==> config.mk <==
export PLATFORM = sky130hd
export DESIGN_NAME = burst_unloader
export DESIGN_NICKNAME = d
export VERILOG_FILES = /design/src/rtl/burst_unloader.sv
export SDC_FILE = /design/constraint.sdc
export NUM_CORES = 1
export LEC_CHECK = 0
export CORE_ASPECT_RATIO = 1.4
export CORE_UTILIZATION = 37
export CTS_BUF_LIST = sky130_fd_sc_hd__clkbuf_8
export DETAILED_ROUTE_END_ITERATION = 16
export SYNTH_ARGS = -nofsm -noshare
export SYNTH_HDL_FRONTEND = slang
export SYNTH_SLANG_ARGS = --single-unit
==> constraint.sdc <==
create_clock -name clock -period 4.4 [get_ports clock]
set_clock_uncertainty 0.15 [all_clocks]
set_input_delay 0.88 -clock clock [delete_from_list [all_inputs] [get_ports clock]]
set_output_delay 0.88 -clock clock [all_outputs]
set_load 0.02 [all_outputs]
==> src/rtl/burst_unloader.sv <==
// ----------------------------------------------------------------------------
// burst_unloader
//
// Captures a fixed-length burst of CYCLES words following a data_start strobe,
// then drains the burst to a downstream consumer over a valid/ready handshake.
// Start strobes that arrive while a burst is being captured or drained are
// dropped and reported with a one-cycle overrun pulse. The only exception is
// a strobe on the final drain transfer, which chains straight into the next
// capture with no idle bubble.
//
// Parameters
//   WIDTH       data word width in bits
//   CYCLES      words per burst (>= 2)
//
// Ports
//   clock       in   1       rising-edge clock for all state
//   reset       in   1       synchronous, active-high reset
//   data_start  in   1       burst start strobe
//   data        in   WIDTH   input word, stored on every CAPTURE edge
//   out_valid   out  1       out_data/out_index/out_last are valid (DRAIN)
//   out_ready   in   1       consumer accepts the presented word this cycle
//   out_data    out  WIDTH   current burst word
//   out_index   out  IW      position of out_data within the burst
//   out_last    out  1       high with out_valid on the final word
//   busy        out  1       unit is capturing or draining
//   frame_done  out  1       one-cycle pulse after the last word transfers
//   overrun     out  1       one-cycle pulse when a start strobe is dropped
// ----------------------------------------------------------------------------
module burst_unloader #(
  parameter  int WIDTH  = 16,
  parameter  int CYCLES = 8,
  localparam int IW     = $clog2(CYCLES)
) (
  input  logic             clock,
  input  logic             reset,
  input  logic             data_start,
  input  logic [WIDTH-1:0] data,
  output logic             out_valid,
  input  logic             out_ready,
  output logic [WIDTH-1:0] out_data,
  output logic [IW-1:0]    out_index,
  output logic             out_last,
  output logic             busy,
  output logic             frame_done,
  output logic             overrun
);

  localparam logic [IW-1:0] LAST_PTR = IW'(CYCLES - 1);

  typedef enum logic [1:0] {
    S_IDLE    = 2'd0,
    S_CAPTURE = 2'd1,
    S_DRAIN   = 2'd2
  } state_t;

  state_t           r_state;
  logic [IW-1:0]    r_wr_ptr;
  logic [IW-1:0]    r_rd_ptr;
  logic             r_frame_done;
  logic             r_overrun;
  logic [WIDTH-1:0] r_mem [CYCLES];

  logic w_in_capture;
  logic w_in_drain;
  logic w_xfer;
  logic w_final_xfer;

  assign w_in_capture = (r_state == S_CAPTURE);
  assign w_in_drain   = (r_state == S_DRAIN);
  assign w_xfer       = w_in_drain & out_ready;
  assign w_final_xfer = w_xfer & (r_rd_ptr == LAST_PTR);

  // --------------------------------------------------------------------------
  // Burst storage. Deliberately not reset: contents are only ever observed in
  // DRAIN, after a full burst has been written.
  // --------------------------------------------------------------------------
  always_ff @(posedge clock) begin
    if (w_in_capture) begin
      r_mem[r_wr_ptr] <= data;
    end
  end

  // --------------------------------------------------------------------------
  // Control FSM with registered status pulses.
  // --------------------------------------------------------------------------
  always_ff @(posedge clock) begin
    if (reset) begin
      r_state      <= S_IDLE;
      r_wr_ptr     <= '0;
      r_rd_ptr     <= '0;
      r_frame_done <= 1'b0;
      r_overrun    <= 1'b0;
    end else begin
      r_frame_done <= 1'b0;
      r_overrun    <= 1'b0;

      case (r_state)
        S_IDLE: begin
          // The word present on the strobe edge is not part of the burst.
          if (data_start) begin
            r_state  <= S_CAPTURE;
            r_wr_ptr <= '0;
          end
        end

        S_CAPTURE: begin
          // Capture has no valid qualifier: every edge stores a word.
          if (r_wr_ptr == LAST_PTR) begin
            r_state  <= S_DRAIN;
            r_wr_ptr <= '0;
            r_rd_ptr <= '0;
          end else begin
            r_wr_ptr <= r_wr_ptr + 1'b1;
          end
          if (data_start) begin
            r_overrun <= 1'b1;
          end
        end

        S_DRAIN: begin
          if (w_final_xfer) begin
            r_frame_done <= 1'b1;
            r_rd_ptr     <= '0;
            r_wr_ptr     <= '0;
            // A strobe on the final transfer starts the next burst directly.
            r_state      <= data_start ? S_CAPTURE : S_IDLE;
          end else begin
            if (w_xfer) begin
              r_rd_ptr <= r_rd_ptr + 1'b1;
            end
            if (data_start) begin
              r_overrun <= 1'b1;
            end
          end
        end

        default: begin
          r_state  <= S_IDLE;
          r_wr_ptr <= '0;
          r_rd_ptr <= '0;
        end
      endcase
    end
  end

  // --------------------------------------------------------------------------
  // Output decode. Everything here depends only on registered state and
  // pointers, so out_valid has no combinational path from out_ready and all
  // outputs hold while the consumer stalls.
  // --------------------------------------------------------------------------
  assign out_valid  = w_in_drain;
  assign out_data   = w_in_drain ? r_mem[r_rd_ptr] : '0;
  assign out_index  = w_in_drain ? r_rd_ptr : '0;
  assign out_last   = w_in_drain & (r_rd_ptr == LAST_PTR);
  assign busy       = (r_state != S_IDLE);
  assign frame_done = r_frame_done;
  assign overrun    = r_overrun;

endmodule

==> flow_results.xml <==
<?xml version="1.0" encoding="UTF-8"?>
<metrics>
  <group name="run_status">
    <metric name="outcome" unit="">finished, final reports clean</metric>
  </group>
  <group name="setup_path">
    <metric name="critical_path.reg2reg.endpoint" unit="">r_mem[4][4]$_DFFE_PP_</metric>
    <metric name="r2r_start" unit="">r_state[1]$_SDFFE_PP0P_</metric>
    <metric name="setup.worst_path.end_class" unit="">output port</metric>
    <metric name="worst-r2r-setup-slack" unit="ps">1910</metric>
    <metric name="critPathTopFamily" unit="">buffers and inverters</metric>
    <metric name="r2r_cells" unit="">5</metric>
    <metric name="critical-path-slowest-cell" unit="">sky130_fd_sc_hd__clkinv_1</metric>
    <metric name="timing.critical_path.arrival" unit="ps">2790</metric>
    <metric name="worstPathCellList" unit="">inv_1 -&gt; ha_1 -&gt; clkinv_1 -&gt; nor2_1 -&gt; clkdlybuf4s50_1</metric>
    <metric name="crit_path_max_fanout" unit="">17</metric>
    <metric name="setup.worst_path.start_class" unit="">register</metric>
    <metric name="critical_path_class" unit="">register to output port</metric>
    <metric name="cp.required" unit="ps">3370</metric>
    <metric name="timing.critical_path.buf_inv" unit="">3</metric>
    <metric name="max_stage_delay" unit="ps">660</metric>
  </group>
  <group name="sta">
    <metric name="finalHoldViolations" unit="">0</metric>
    <metric name="max_slew.worst_pin.slew" unit="ps">856</metric>
    <metric name="finalSetupTns" unit="ps">0</metric>
    <metric name="clock.fmax" unit="MHz">262</metric>
    <metric name="final-max-slew-violation-count" unit="">0</metric>
    <metric name="finalSetupViolCount" unit="">0</metric>
    <metric name="timing.slew.headroom" unit="">0.427</metric>
    <metric name="period_share" unit="">0.869</metric>
    <metric name="rsz0062_at_grt" unit="">false</metric>
    <metric name="layout_min_cycle_time" unit="ps">3820</metric>
  </group>
  <group name="detailed_routing">
    <metric name="vias" unit="">2716</metric>
    <metric name="routedWlPerCell" unit="um">18.8</metric>
    <metric name="routed_via_density" unit="">4.93</metric>
    <metric name="detailedRoute.firstPassIterationCount" unit="">4</metric>
    <metric name="drt_wl_total" unit="um">10300</metric>
    <metric name="detailedRoute.firstIterationViolations" unit="">119</metric>
    <metric name="drc_errors" unit="">0</metric>
    <metric name="ant_nets" unit="">0</metric>
  </group>
  <group name="layout">
    <metric name="insertedDiodeCount" unit="">0</metric>
    <metric name="layout.core_utilization" unit="">0.459</metric>
    <metric name="multi_input_comb_area" unit="sq mm">0.00136</metric>
    <metric name="areaGrowthSynthToFinish" unit="%">20.6</metric>
    <metric name="ff_latch_area" unit="sq mm">0.00411</metric>
    <metric name="post_layout_nets" unit="">377</metric>
    <metric name="layout.filler_cells" unit="">1234</metric>
    <metric name="drive_above_1_share" unit="">0.232</metric>
  </group>
  <group name="synth">
    <metric name="ys_ff_latch" unit="">141</metric>
    <metric name="postSynthAreaPerCell" unit="sq um">19.4</metric>
    <metric name="post-synth-top-area-fraction" unit="">0.696</metric>
    <metric name="yosysSeqAreaShare" unit="">0.743</metric>
    <metric name="synth_fp_nets" unit="">312</metric>
    <metric name="yosysWarnings" unit="">0</metric>
    <metric name="synth_top_cells_by_area" unit="">sky130_fd_sc_hd__edfxtp_1 (70%), sky130_fd_sc_hd__mux4_2 (13%), sky130_fd_sc_hd__dfxtp_1 (4.7%)</metric>
    <metric name="synth_cells" unit="">284</metric>
    <metric name="post_synth_num_cell_types" unit="">29</metric>
    <metric name="post_synthesis_cell_area" unit="sq mm">0.00552</metric>
    <metric name="synth_area_leader_cell" unit="">sky130_fd_sc_hd__edfxtp_1</metric>
  </group>
  <group name="floorplanning">
    <metric name="core_region_area" unit="sq mm">0.0145</metric>
    <metric name="boundary_pins" unit="">44</metric>
    <metric name="floorplan.die.height" unit="um">147</metric>
    <metric name="row_count" unit="">52</metric>
    <metric name="starting_density" unit="">0.381</metric>
    <metric name="fp.dieW" unit="um">105</metric>
    <metric name="die_area" unit="sq mm">0.0154</metric>
  </group>
  <group name="clock_tree">
    <metric name="cts.hold.buffers_added" unit="">0</metric>
    <metric name="tritoncts" unit="">yes</metric>
    <metric name="path_clk_slew" unit="ps">70</metric>
    <metric name="post_cts.repair.setup_buffers" unit="">0</metric>
    <metric name="clock_insertion_delay_worst_skew" unit="ps">430</metric>
    <metric name="tritoncts.num_buffers" unit="">17</metric>
    <metric name="clock_tree.root_cell" unit="">sky130_fd_sc_hd__clkbuf_8</metric>
    <metric name="clk_path_buf_depth" unit="">2</metric>
    <metric name="cts.sinks" unit="">141</metric>
    <metric name="post_cts_resize_count" unit="">0</metric>
    <metric name="htree_levels" unit="">4</metric>
  </group>
  <group name="job">
    <metric name="cap_viol_max_count" unit="">0</metric>
  </group>
  <group name="placement">
    <metric name="dp_hpwl" unit="um">6270</metric>
    <metric name="io_buffers" unit="">43</metric>
    <metric name="finalWeightedCongestion" unit="">0.818</metric>
  </group>
  <group name="power_and_ir_drop">
    <metric name="leakage" unit="nW">2.09</metric>
    <metric name="vdd_drop_max" unit="mV">0.193</metric>
    <metric name="p_per_area" unit="mW/mm^2">414</metric>
  </group>
  <group name="worst_hold_path">
    <metric name="holdCritPathClass" unit="">register to register</metric>
    <metric name="hold-path-endpoint" unit="">r_wr_ptr[0]$_SDFFE_PP0P_</metric>
    <metric name="hold-path-cell-count" unit="">2</metric>
    <metric name="hold_start" unit="">r_wr_ptr[0]$_SDFFE_PP0P_</metric>
  </group>
  <group name="global_routing">
    <metric name="grt_antenna_before_repair" unit="">0</metric>
    <metric name="first_pass_grt_wire_length" unit="um">16500</metric>
    <metric name="vias_in_the_first_global_route" unit="">3057</metric>
    <metric name="all_layer_global_routing_usage" unit="">0.148</metric>
    <metric name="grt_start_max_net_pins" unit="">33</metric>
    <metric name="congestion_overflow_gr" unit="">0</metric>
  </group>
</metrics>
[sequential cells by signal, summed over array words and instances, names as in the netlist, named ones only]
| name | flops |
|---|---|
| overrun | 1 |
| r_state | 2 |
| r_wr_ptr | 3 |
| frame_done | 1 |
| r_mem | 128 |
| r_rd_ptr | 3 |
[metrics by stage]
| step | hold WS (ps) | power (W) | setup slack, ps | instance area, sq um | std cells |
|---|---|---|---|---|---|
| 2_1_floorplan | 308 | 0.00167 | 1790 | 5520 | 284 |
| 3_3_place_gp | 331 | 0.00175 | 986 | 6250 | 519 |
| 3_5_place_dp | 339 | 0.00175 | 918 | 6250 | 519 |
| 4_1_cts | 356 | 0.00279 | 426 | 6660 | 551 |
| 5_1_grt | 401 | 0.00286 | 332 | 6660 | 551 |
| 6_report | 353 | 0.00276 | 577 | 6660 | 551 |
[layout make-up]
class	count	area share
inverter	4	0.00226
clock inverter	15	0.0261
sequential	141	0.617
clock buffer	17	0.0351
tap	189	0.0355
timing repair buffer	57	0.0804
multi-input combinational	128	0.204
[placed cells by master (no fill, tap or decap), types with 2 or more instances in the layout]
master and count:
sky130_fd_sc_hd__nand2_1 9, sky130_fd_sc_hd__nor2_1 25, sky130_fd_sc_hd__nor3_1 4, sky130_fd_sc_hd__ha_1 8
sky130_fd_sc_hd__mux4_2 32, sky130_fd_sc_hd__or3_1 2, sky130_fd_sc_hd__a21oi_1 8, sky130_fd_sc_hd__inv_1 4
sky130_fd_sc_hd__bufinv_16 3, sky130_fd_sc_hd__nor3_2 2, sky130_fd_sc_hd__or2b_1 2, sky130_fd_sc_hd__dfxtp_1 12
sky130_fd_sc_hd__and2_1 4, sky130_fd_sc_hd__mux2i_1 16, sky130_fd_sc_hd__nand2b_1 2, sky130_fd_sc_hd__nand3_1 5
sky130_fd_sc_hd__buf_4 14, sky130_fd_sc_hd__clkinvlp_4 4, sky130_fd_sc_hd__clkinv_4 3, sky130_fd_sc_hd__edfxtp_1 128
sky130_fd_sc_hd__clkdlybuf4s50_1 43, sky130_fd_sc_hd__clkinv_2 3, sky130_fd_sc_hd__clkbuf_8 17
[cell usage after synthesis, drive strengths merged]
cell type	count
nand2b	2
o31ai	1
mux2i	16
and2	4
clkbuf	2
a21oi	9
nor3	6
nor2	25
inv	3
and3b	1
nand2	9
clkinv	1
ha	8
buf	9
nor2b	2
dfxtp	13
edfxtp	128
a21bo	1
or3	3
o21a	1
o21ai	1
or2b	2
nand3	5
mux4	32
[kinds of logic after synthesis]
| logic type | count (synthesis) | synth area share |
|---|---|---|
| AO/OA/AOI/OAI | 13 | 0.0143 |
| adder cells (fa/ha/maj) | 8 | 0.0181 |
| buffers and inverters | 15 | 0.0127 |
| flip-flops | 141 | 0.743 |
| multiplexers | 48 | 0.160 |
| AND/OR/NAND/NOR | 59 | 0.0521 |
[worst max path at each step]
stage	cells after the start	end	start
floorplan	5	out_data[10]	r_state[0]$_SDFFE_PP0P_
global placement	5	out_data[2]	r_state[0]$_SDFFE_PP0P_
detailed placement	5	out_data[2]	r_state[0]$_SDFFE_PP0P_
CTS	5	out_data[2]	r_state[0]$_SDFFE_PP0P_
global route	5	out_data[10]	r_state[0]$_SDFFE_PP0P_
finish	5	out_data[3]	r_state[0]$_SDFFE_PP0P_
[where the power goes]
| part | total, W | switching (W) | internal, W |
|---|---|---|---|
| combinational | 0.000199 | 0.000107 | 0.0000912 |
| clock | 0.00104 | 0.000479 | 0.000558 |
| sequential | 0.00152 | 0.0000117 | 0.00151 |
[metal layers]
metal  up-vias  track usage  wire [um]
met5         -            0          0
met4         0       0.0662        176
met3        13       0.0438        518
met2        68        0.243       5320
met1      1372        0.179       4320
li1       1263            -          -
[worst min-delay path, cell delays in order (launching register included)]
cell	delay (ps)
sky130_fd_sc_hd__dfxtp_1	340
sky130_fd_sc_hd__nand2_1	60
sky130_fd_sc_hd__a21oi_1	50
No activity file was read; power rests on OpenSTA's default activity.
